===== src/rtl/als_pkg.sv =====
// Shared definitions for the ambient-light sample averager.
//   AVG_LOG2_DEF       : default log2 of samples per published average
//   TIMEOUT_CYCLES_DEF : default clk cycles a conversion request may stay open
//   als_state_e        : ACCUM (collecting samples) / CONVERT (waiting on BCD)
package als_pkg;
  localparam int AVG_LOG2_DEF       = 3;
  localparam int TIMEOUT_CYCLES_DEF = 4096;

  typedef enum logic {
    ACCUM   = 1'b0,
    CONVERT = 1'b1
  } als_state_e;
endpackage


===== src/rtl/als_edge_detect.sv =====
// Rising-edge detector for a clk-synchronous level.
//   clk     : clock
//   rst     : synchronous active-high reset (history cleared to 0)
//   level_i : level to watch
//   rise_o  : high for the single cycle where level_i is 1 and was 0 last cycle
module als_edge_detect (
  input  logic clk,
  input  logic rst,
  input  logic level_i,
  output logic rise_o
);
  logic prev_q;

  always_ff @(posedge clk) begin
    if (rst) prev_q <= 1'b0;
    else     prev_q <= level_i;
  end

  assign rise_o = level_i & ~prev_q;
endmodule


===== src/rtl/als_sample_averager.sv =====
// Averages 2^AVG_LOG2 light bytes from the SPI receiver and hands each average
// to the double-dabble converter, holding o_Start until the converter reports
// done (rising edge of i_Conv_Done) or TIMEOUT_CYCLES elapse.
//   clk, rst    : clock, synchronous active-high reset
//   i_RX_Byte   : received light byte, qualified by i_RX_DV
//   i_RX_DV     : one-cycle byte strobe
//   i_Conv_Done : converter done flag (level or pulse)
//   o_Binary    : last published average
//   o_Start     : conversion request, high exactly while in CONVERT
//   o_Valid     : one-cycle pulse when o_Binary is updated
//   o_Timeout   : sticky, a conversion was abandoned
//   o_Overrun   : sticky, a batch completed during CONVERT and was dropped
module als_sample_averager
  import als_pkg::*;
#(
  parameter int AVG_LOG2       = AVG_LOG2_DEF,
  parameter int TIMEOUT_CYCLES = TIMEOUT_CYCLES_DEF
) (
  input  logic       clk,
  input  logic       rst,
  input  logic [7:0] i_RX_Byte,
  input  logic       i_RX_DV,
  input  logic       i_Conv_Done,
  output logic [7:0] o_Binary,
  output logic       o_Start,
  output logic       o_Valid,
  output logic       o_Timeout,
  output logic       o_Overrun
);
  localparam int ACC_W = 8 + AVG_LOG2;
  // Counter kept at least 1 bit wide; with AVG_LOG2=0 it is pinned at 0 and
  // every strobe completes a batch.
  localparam int CNT_W = (AVG_LOG2 > 0) ? AVG_LOG2 : 1;
  localparam int TMO_W = (TIMEOUT_CYCLES > 1) ? $clog2(TIMEOUT_CYCLES) : 1;
  localparam logic [CNT_W-1:0] CNT_LAST = CNT_W'((1 << AVG_LOG2) - 1);
  localparam logic [TMO_W-1:0] TMO_LAST = TMO_W'(TIMEOUT_CYCLES - 1);

  als_state_e       state_q, state_d;
  logic [ACC_W-1:0] acc_q, acc_d;
  logic [CNT_W-1:0] cnt_q, cnt_d;
  logic [TMO_W-1:0] tmo_q, tmo_d;
  logic [7:0]       binary_q, binary_d;
  logic             valid_q, valid_d;
  logic             timeout_q, timeout_d;
  logic             overrun_q, overrun_d;

  logic             conv_rise;
  logic             batch_done;
  logic             tmo_hit;
  logic [ACC_W-1:0] sum;
  logic [7:0]       avg;

  als_edge_detect u_done_edge (
    .clk     (clk),
    .rst     (rst),
    .level_i (i_Conv_Done),
    .rise_o  (conv_rise)
  );

  // The final sample is folded in combinationally so the batch completes on
  // the strobe itself and the accumulator can restart cleanly that edge.
  assign sum        = acc_q + ACC_W'(i_RX_Byte);
  assign avg        = 8'(sum >> AVG_LOG2);
  assign batch_done = i_RX_DV && (cnt_q == CNT_LAST);
  assign tmo_hit    = (tmo_q == TMO_LAST);

  // State register plus all datapath registers
  always_ff @(posedge clk) begin
    if (rst) begin
      state_q   <= ACCUM;
      acc_q     <= '0;
      cnt_q     <= '0;
      tmo_q     <= '0;
      binary_q  <= 8'h00;
      valid_q   <= 1'b0;
      timeout_q <= 1'b0;
      overrun_q <= 1'b0;
    end else begin
      state_q   <= state_d;
      acc_q     <= acc_d;
      cnt_q     <= cnt_d;
      tmo_q     <= tmo_d;
      binary_q  <= binary_d;
      valid_q   <= valid_d;
      timeout_q <= timeout_d;
      overrun_q <= overrun_d;
    end
  end

  // Next-state logic; a done edge wins over a timeout in the same cycle
  always_comb begin
    state_d = state_q;
    unique case (state_q)
      ACCUM:   if (batch_done) state_d = CONVERT;
      CONVERT: if (conv_rise || tmo_hit) state_d = ACCUM;
      default: state_d = ACCUM;
    endcase
  end

  // Datapath next values; sampling continues regardless of state
  always_comb begin
    acc_d     = acc_q;
    cnt_d     = cnt_q;
    binary_d  = binary_q;
    valid_d   = 1'b0;
    timeout_d = timeout_q;
    overrun_d = overrun_q;
    tmo_d     = '0;

    if (i_RX_DV) begin
      if (batch_done) begin
        acc_d = '0;
        cnt_d = '0;
      end else begin
        acc_d = sum;
        cnt_d = cnt_q + 1'b1;
      end
    end

    if (batch_done) begin
      if (state_q == ACCUM) begin
        binary_d = avg;
        valid_d  = 1'b1;
      end else begin
        overrun_d = 1'b1;
      end
    end

    // Timer runs only while staying in CONVERT, so every entry starts at 0
    if (state_q == CONVERT) begin
      if (!conv_rise && tmo_hit) timeout_d = 1'b1;
      if (state_d == CONVERT)    tmo_d     = tmo_q + 1'b1;
    end
  end

  // Outputs
  always_comb begin
    o_Start   = (state_q == CONVERT);
    o_Binary  = binary_q;
    o_Valid   = valid_q;
    o_Timeout = timeout_q;
    o_Overrun = overrun_q;
  end
endmodule


===== config.mk =====
export PLATFORM = sky130hd
export DESIGN_NAME = als_sample_averager
export DESIGN_NICKNAME = d
export VERILOG_FILES = /design/src/rtl/als_pkg.sv /design/src/rtl/als_edge_detect.sv /design/src/rtl/als_sample_averager.sv
export SDC_FILE = /design/constraint.sdc
export NUM_CORES = 1
export LEC_CHECK = 0
export ABC_CLOCK_PERIOD_IN_PS = 2800
export CORE_ASPECT_RATIO = 0.5
export CORE_MARGIN = 2
export CORE_UTILIZATION = 45
export CTS_BUF_LIST = sky130_fd_sc_hd__clkbuf_8
export DETAILED_ROUTE_END_ITERATION = 10
export PLACE_DENSITY = 0.78
export SLEW_MARGIN = 20
export SYNTH_ARGS = -nofsm -noshare
export SYNTH_HDL_FRONTEND = slang
export SYNTH_SLANG_ARGS = --single-unit

===== constraint.sdc =====
create_clock -name clk -period 2.8 [get_ports clk]
set_input_delay 0.56 -clock clk [delete_from_list [all_inputs] [get_ports clk]]
set_output_delay 0.56 -clock clk [all_outputs]
set_load 0.01 [all_outputs]

[Yosys cells after proc, flatten, opt, wreduce, memory -nomap -nowiden]
Index checks and enable logic that the tools add are counted.
Storage, ports and cells
  bits in registers: 39
  bits in latches: 0
  memory bits (writable): 0
  memory bits (read-only): 0
  input port bits: 12
  word-level logic and storage cells: 34
  memories: 0
Operators by class
  add/sub/neg operators: 3
  $mul: 0
  divide/modulo/power cells: 0
  magnitude comparators: 0
  equality and inequality tests: 2
  shift-type cells: 0
  mux-type cells: 6
  bitwise gates (word level): 5
  reduce and logical (&&, ||, !) cells: 9
Operator list (number)
  12-bit by 1-bit adder with 12-bit output, second input constant: 1
  12-bit equality test, second input constant: 1
  11-bit by 8-bit adder with 11-bit output: 1
  11-bit two-way mux: 1
  2-bit AND reduction: 3
  1-bit NOT: 4
  3-bit by 1-bit adder with 3-bit output, second input constant: 1
  3-bit equality test, second input constant: 1
  1-bit two-way mux: 3
  3-bit two-way mux: 1
  3-bit OR reduction: 1
  1-bit logical AND: 2
  1-bit one-hot mux with 2 select lines: 1
  2-bit OR reduction: 1
  1-bit AND: 1
  1-bit zero test: 1
  1-bit logical OR: 1

[Longest topological paths before layout]
Gate-level depths: netlist of run 1.
  depth after elaboration: 7
  mapped depth: 8
  depth with buffers taken out: 7

[Hierarchy]
A second synthesis of run 1 with hierarchy kept.
Second synthesis, totals
  cell total of the unflattened synthesis: 226
  area, all modules: 1975.6 sq um
By module, submodules not included
  als_sample_averager: times used 1, cells each 223, area each 1928.1 sq um, seq. area each 760.7 sq um
  als_edge_detect: times used 1, cells each 3, area each 47.5 sq um, seq. area each 20.0 sq um

[Worst setup path after synthesis of run 1]
OpenSTA, ideal clock, no wires.
  path type: input-to-reg
  start point: input i_RX_Byte[0]
  end point: register acc_q[10]
  setup time: 0.122 ns
  arrival: 2.032 ns
  required time: 2.678 ns
  setup slack: 0.646 ns
  stages on the path: 6
  cell sequence: ha_1 > fa_1 > a31o_1 > o31ai_4 > nor4_1 > a311o_1
On the way
  longest elaborated chain between the ends: 2
Ends and longest elaborated chain
  start: declaration: line als_sample_averager.sv:21  | input logic [7:0] i_RX_Byte,
  11-bit by 8-bit adder with 11-bit output: line als_sample_averager.sv:62  | assign sum = acc_q + ACC_W'(i_RX_Byte);
  11-bit two-way mux: line als_sample_averager.sv:111  | if (batch_done) begin
  end signal: assignment: line als_sample_averager.sv:71  | acc_q <= '0;
  end signal: assignment: line als_sample_averager.sv:80  | acc_q <= acc_d;
  end: declaration: line als_sample_averager.sv:39  | logic [ACC_W-1:0] acc_q, acc_d;
Every way passes these cells.
A chain may end at the register's enable or synchronous reset.

[Worst setup path after layout of run 1]
Ends and elaborated chain as after synthesis.

==> results of run 1 <==
[synth_stat cells, types with 2 or more instances]
cell type	count	area (um^2)
a21o_1	5	37.54
inv_1	9	33.78
a311o_1	2	20.02
nand2b_1	4	25.02
nand3_1	11	55.05
xnor2_1	12	105.1
dfxtp_1	39	780.8
clkbuf_1	3	11.26
nor4_1	4	25.02
nor2b_1	6	37.54
xor2_1	5	43.79
a21oi_1	16	80.08
buf_2	5	25.02
nand3b_1	3	22.52
nand2_1	14	52.55
o31ai_1	2	15.01
o2111ai_1	2	17.52
a31oi_1	2	12.51
nor2_1	32	120.1
ha_1	11	137.6
nand4_1	3	18.77
[sequential cells by signal, summed over array words and instances (netlist names)]
register	count
o_Overrun	1
acc_q	11
o_Start	1
o_Valid	1
cnt_q	3
tmo_q	12
u_done_edge.prev_q	1
o_Binary	8
o_Timeout	1
[tightest hold or removal path, cell delays in order (launching register included)]
cell,delay (ps)
dfxtp_1,310
nand2_1,50
a21oi_1,60
[path summary, 6_finish.rpt]
check	endpoint	slack [ps]	depth (start not counted)
min reg2reg	o_Binary[0]	460	2
min	o_Binary[0]	460	2
max	acc_q[10]	380	7
max reg2reg	o_Binary[4]	710	6
[logic make-up (layout without fill, tap and decap cells)]
family,Yosys count,count (layout)
buffers and inverters,18,43
xor gates and xnor gates,17,17
DFF,39,39
adders and majority gates,12,12
AOI/OAI and AO/OA,42,42
muxes,1,1
and+or+nand+nor,89,89
[power by group]
part	internal [mW]	switching [mW]	leakage, nW
clock	0.268	0.214	0.0548
sequential	0.573	0.0128	0.316
combinational	0.0869	0.111	0.504
[area by class of cell]
class / count / area, um^2
clock inverter: 3 / 46.29
sequential: 39 / 780.7
timing repair buffer: 26 / 252.7
clock buffer: 5 / 68.82
tap: 54 / 67.56
inverter: 9 / 33.78
fill: 346 / 1693
multi-input combinational: 161 / 1101
[stage by stage]
stage / setup slack (ps) / util / power [mW]
detailed placement: 86.79 / 0.5529 / 0.7926
global placement: 150.2 / 0.5529 / 0.7860
global route: 310.9 / 0.5814 / 1.322
finish: 376.4 / 0.5814 / 1.266
CTS: 393.4 / 0.5814 / 1.276
floorplan: 645.9 / - / 0.7440
[metal layers]
metal	part of all wire	wire length (um)	vias to the layer above
met1	0.46	1874	753
met3	0.058	238	7
li1	-	-	815
met2	0.47	1906	39
met5	0	0	-
met4	0.014	56	0
[layout by cell type, fill, tap and decap left out, types with 6 or more instances in the layout]
cell type,instances
nor2b_1,6
clkdlybuf4s50_1,23
inv_1,9
a21oi_1,16
nand2_1,14
ha_1,11
nor2_1,32
dfxtp_1,39
xnor2_1,12
nand3_1,11
==> run metrics, run 1 <==
Synth Area in Adders=0.08061; Worst path max stage delay=430 ps; fmax=roughly 0.41 GHz; drt drc=0; htree depth=2; Total Neg Setup Slack=0 ps; final setup fails=0; CTS buffer count=5; number of synthesized flops with an enable pin=0; Clock transition at path regs=80 ps; Max stage delay cell, worst path=fa_1; Setup crit start kind=input pin; Detailed Route WL=4075 um; met1 Usage GRT=0.2205; status=completed; Crit path arrival time=2610 ps; maximum capacitance violations=0; die area=4921 um^2; final count of hold timing violations=0; xor/xnor share of the synthesized area=0.07614; Post-CTS Setup Bufs=0; asr flop ratio synth=0; GR Layer Usage met2=0.3102; post_cts resized=0; hold slack=461.8 ps; Pwr Density=around 540 nW/um^2; initial antenna violation count=0; Distinct cells, synth=49; Clock Latency Late Sink=300 ps; Final #Nets=266; Hold Startpoint=o_Binary[0]; hold_buf cts=0; Critical R2R Launch=cnt_q[0]; Clock Root Buffer=clkbuf_8; largest family of logic cells by synthesized area=simple AND/OR/NAND/NOR gates; post-synthesis cell count=218; pin count of the biggest net entering global routing=30; global-route wire length before repair=7038 um; vias in the first global route=1563; starting density of the core=0.4836; final RePlAce weighted congestion=~0.86; iteration count of the initial detailed-routing pass=4; Starting DRT DRC Count=72; Slew HR=0.6932; Avg Inst Size Synth=8.971 um^2; Critical Setup Path Class=in -> reg; # port buffers=23; post-synthesis sequential area ratio=0.3992; Antenna Nets Post-Route=0; core box area=4044 um^2; # IOs=24; Worst setup startpoint=i_RX_Byte[0]; GRT overflow=0; actual slew at the worst max-slew pin=roughly 460 ps; CP endpoint kind=register; share of cells above drive strength 1=0.09053; simple-gate portion of the synthesized area=0.2367; CTS max path bufs=2; overall via count from detail_route=1614; Wirelength per Cell=13.72 um; CTS sink cnt=39; Leakage Power=just under 0.9 nW; HP Class=reg -> reg; Tot GR Track Use=0.1809; Die Span Y=between 50 and 60 um; syn_nets=242; Yosys Warn Count=0; final period utilization=0.8656; Cell Count, Final, Fillers Out=~300; largest fanout on the critical path=3; critical path cell sequence=clkdlybuf4s50_1 > ha_1 > fa_1 > a31o_1 > o31ai_4 > nor4_1 > a311o_1; RSZ-0062 raised after global routing=false; fin. max-slew vios=0; Synth-to-Final Area Change=20.22%; row cnt=16; Design Area, Final=2351 um^2; die width=97.23 um; Post-synth top flop=dfxtp_1; Cell Area, Placed=2236 um^2; DP HPWL=2938 um; fin crit period=2424 ps; placed insts=between 200 and 300; Required @ worst endpoint=about 3000 ps; Yosys reg bits=39; Peak VDD IR=0.0001945 V; Largest delay share family, worst path=compound AO/OA/AOI/OAI gates; CP Buf/Inv Count=1; grt peak-use layer=met2; Setup Skew=9.868 ps; CTS tree=yes; # diodes=0; post-synthesis mux area share=0.005758; Compound-Gate Fraction of Synth Area=0.1638; Netlist Area Pre-Place=around 2000 um^2; vias per cell=5.434; met3 Resource Use GR=0.05153
No activity file was read; power rests on OpenSTA's default activity.
==> run 2: changes to the inputs <==
CORE_UTILIZATION = 35   (was 45)
PLACE_DENSITY = 0.65   (was 0.78)
==> run 2 against run 1 <==
Non-clock buffer count unchanged. Register-to-register slack lost 30 ps. First-iteration DRC count fell by 21%. Hold slack got worse by 4.7 ps. Maximum frequency is 0.41% higher. Via count down 3.5%. Utilization down 15 points. Count of clock-buffer cells in the layout did not move. Critical path depth is the same. Power down 2.3%. Critical path type unchanged. Sequential cell count is the same.
==> run metrics, run 2 (same netlist as run 1, synthesis figures left out) <==
hold slack=457.1 ps; # IOs=24; final count of hold timing violations=0; hold_buf cts=0; Synth-to-Final Area Change=20.99%; max reg flops=12; actual slew at the worst max-slew pin=458.6 ps; pin count of the biggest net entering global routing=30; CTS buffer count=5; core box area=5444 um^2; Slew HR=0.6931; Wirelength per Cell=roughly 13 um; Clock Latency Late Sink=280 ps; post_cts resized=0; final RePlAce weighted congestion=0.8115; # diodes=0; Peak VDD IR=approximately 0.00024 V; Detailed Route WL=3979 um; Total Neg Setup Slack=0 ps; fin. max-slew vios=0; most frequent cells in the layout=39 x dfxtp_1, 32 x nor2_1, 23 x clkdlybuf4s50_1; pre-CTS WS=118.9 ps; drt drc=0; die width=109.7 um; status=completed; vias per cell=4.946; Final Total Pwr=1.237 mW; Final #Nets=around 270; DP HPWL=2810 um; largest fanout on the critical path=5; RSZ-0062 raised after global routing=false; Leakage Power=a little under 0.9 nW; final setup fails=0; die area=approximately 6200 um^2; global-route wire length before repair=about 7000 um; Cell Count, Final, Fillers Out=about 320; # port buffers=23; row cnt=19; HP Class=reg -> reg; CTS sink cnt=39; Crit path arrival time=2600 ps; CP endpoint kind=register; starting density of the core=0.3592; Clock Root Buffer=clkbuf_8; initial antenna violation count=0; setup ws final=386.3 ps; iteration count of the initial detailed-routing pass=4; share of cells above drive strength 1=0.08678; overall via count from detail_route=1558; Post-CTS Setup Bufs=0; fmax=0.4143 GHz; most common cell after layout, fill and taps aside=dfxtp_1; htree depth=2; maximum capacitance violations=0; Largest Register=tmo_q; Clock transition at path regs=approximately 80 ps; vias in the first global route=1536; FILL cells=510; GRT overflow=0; fin crit period=2414 ps; Required @ worst endpoint=between 2000 and 3000 ps; Starting DRT DRC Count=57; final period utilization=0.8620; Die Span Y=56.86 um; Tot GR Track Use=0.1379; Setup crit start kind=input pin; Setup Skew=slightly above 6 ps; Antenna Nets Post-Route=0; Pwr Density=522.7 nW/um^2; placed insts=a little over 300; CTS max path bufs=2; Critical Setup Path Class=in -> reg; CTS tree=yes
[run 2: final cells by class]
| type | instances | area (um^2) | share of cell area |
|---|---|---|---|
| Clock buffer | 5 | 68.82 | 0.02909 |
| Clock inverter | 2 | 37.54 | 0.01586 |
| Inverter | 9 | 33.78 | 0.01428 |
| Multi-Input combinational cell | 161 | 1101 | 0.4654 |
| Sequential cell | 39 | 780.7 | 0.3300 |
| Tap cell | 73 | 91.34 | 0.03860 |
| Timing Repair Buffer | 26 | 252.7 | 0.1068 |
[run 2: worst paths after layout]
path	from	end	slack, ps	depth (start not counted)
hold / removal	o_Binary[0]	o_Binary[0]	460	2
hold reg to reg	o_Binary[0]	o_Binary[0]	460	2
setup reg to reg	cnt_q[0]	o_Binary[4]	680	6
setup / recovery	i_RX_Byte[0]	acc_q[6]	390	7
[run 2: per-layer routing]
metal  share of wire  vias to the layer above  wire length [um]  track usage
met5               0                        -                 0            0
met4          0.0098                        0                39      0.03074
met3           0.030                        4               119      0.03252
met2            0.48                       19              1896       0.2381
met1            0.48                      720              1924       0.1748
li1                -                      815                 -            -
[run 2: worst max-delay path: stages]
cell             delay [ps]
clkdlybuf4s50_1         410
ha_1                    240
fa_1                    420
a31o_1                  240
nor2_1                  320
xor2_1                  150
o31ai_1                 270
[run 2: metrics by stage]
| step | area (um^2) | util |
|---|---|---|
| finish | 2366 | 0.4346 |
| global route | 2366 | 0.4346 |
| CTS | 2366 | 0.4346 |
| detailed placement | 2260 | 0.4151 |
| global placement | 2260 | 0.4151 |
| floorplan | 1956 | - |
[run 2: power by group]
group          total [mW]  internal (mW)  switching, mW  leakage, nW
Clock               0.456          0.260          0.195       0.0502
Combinational       0.194         0.0863          0.108        0.504
Sequential          0.587          0.574         0.0132        0.316
Total                1.24          0.920          0.316        0.871
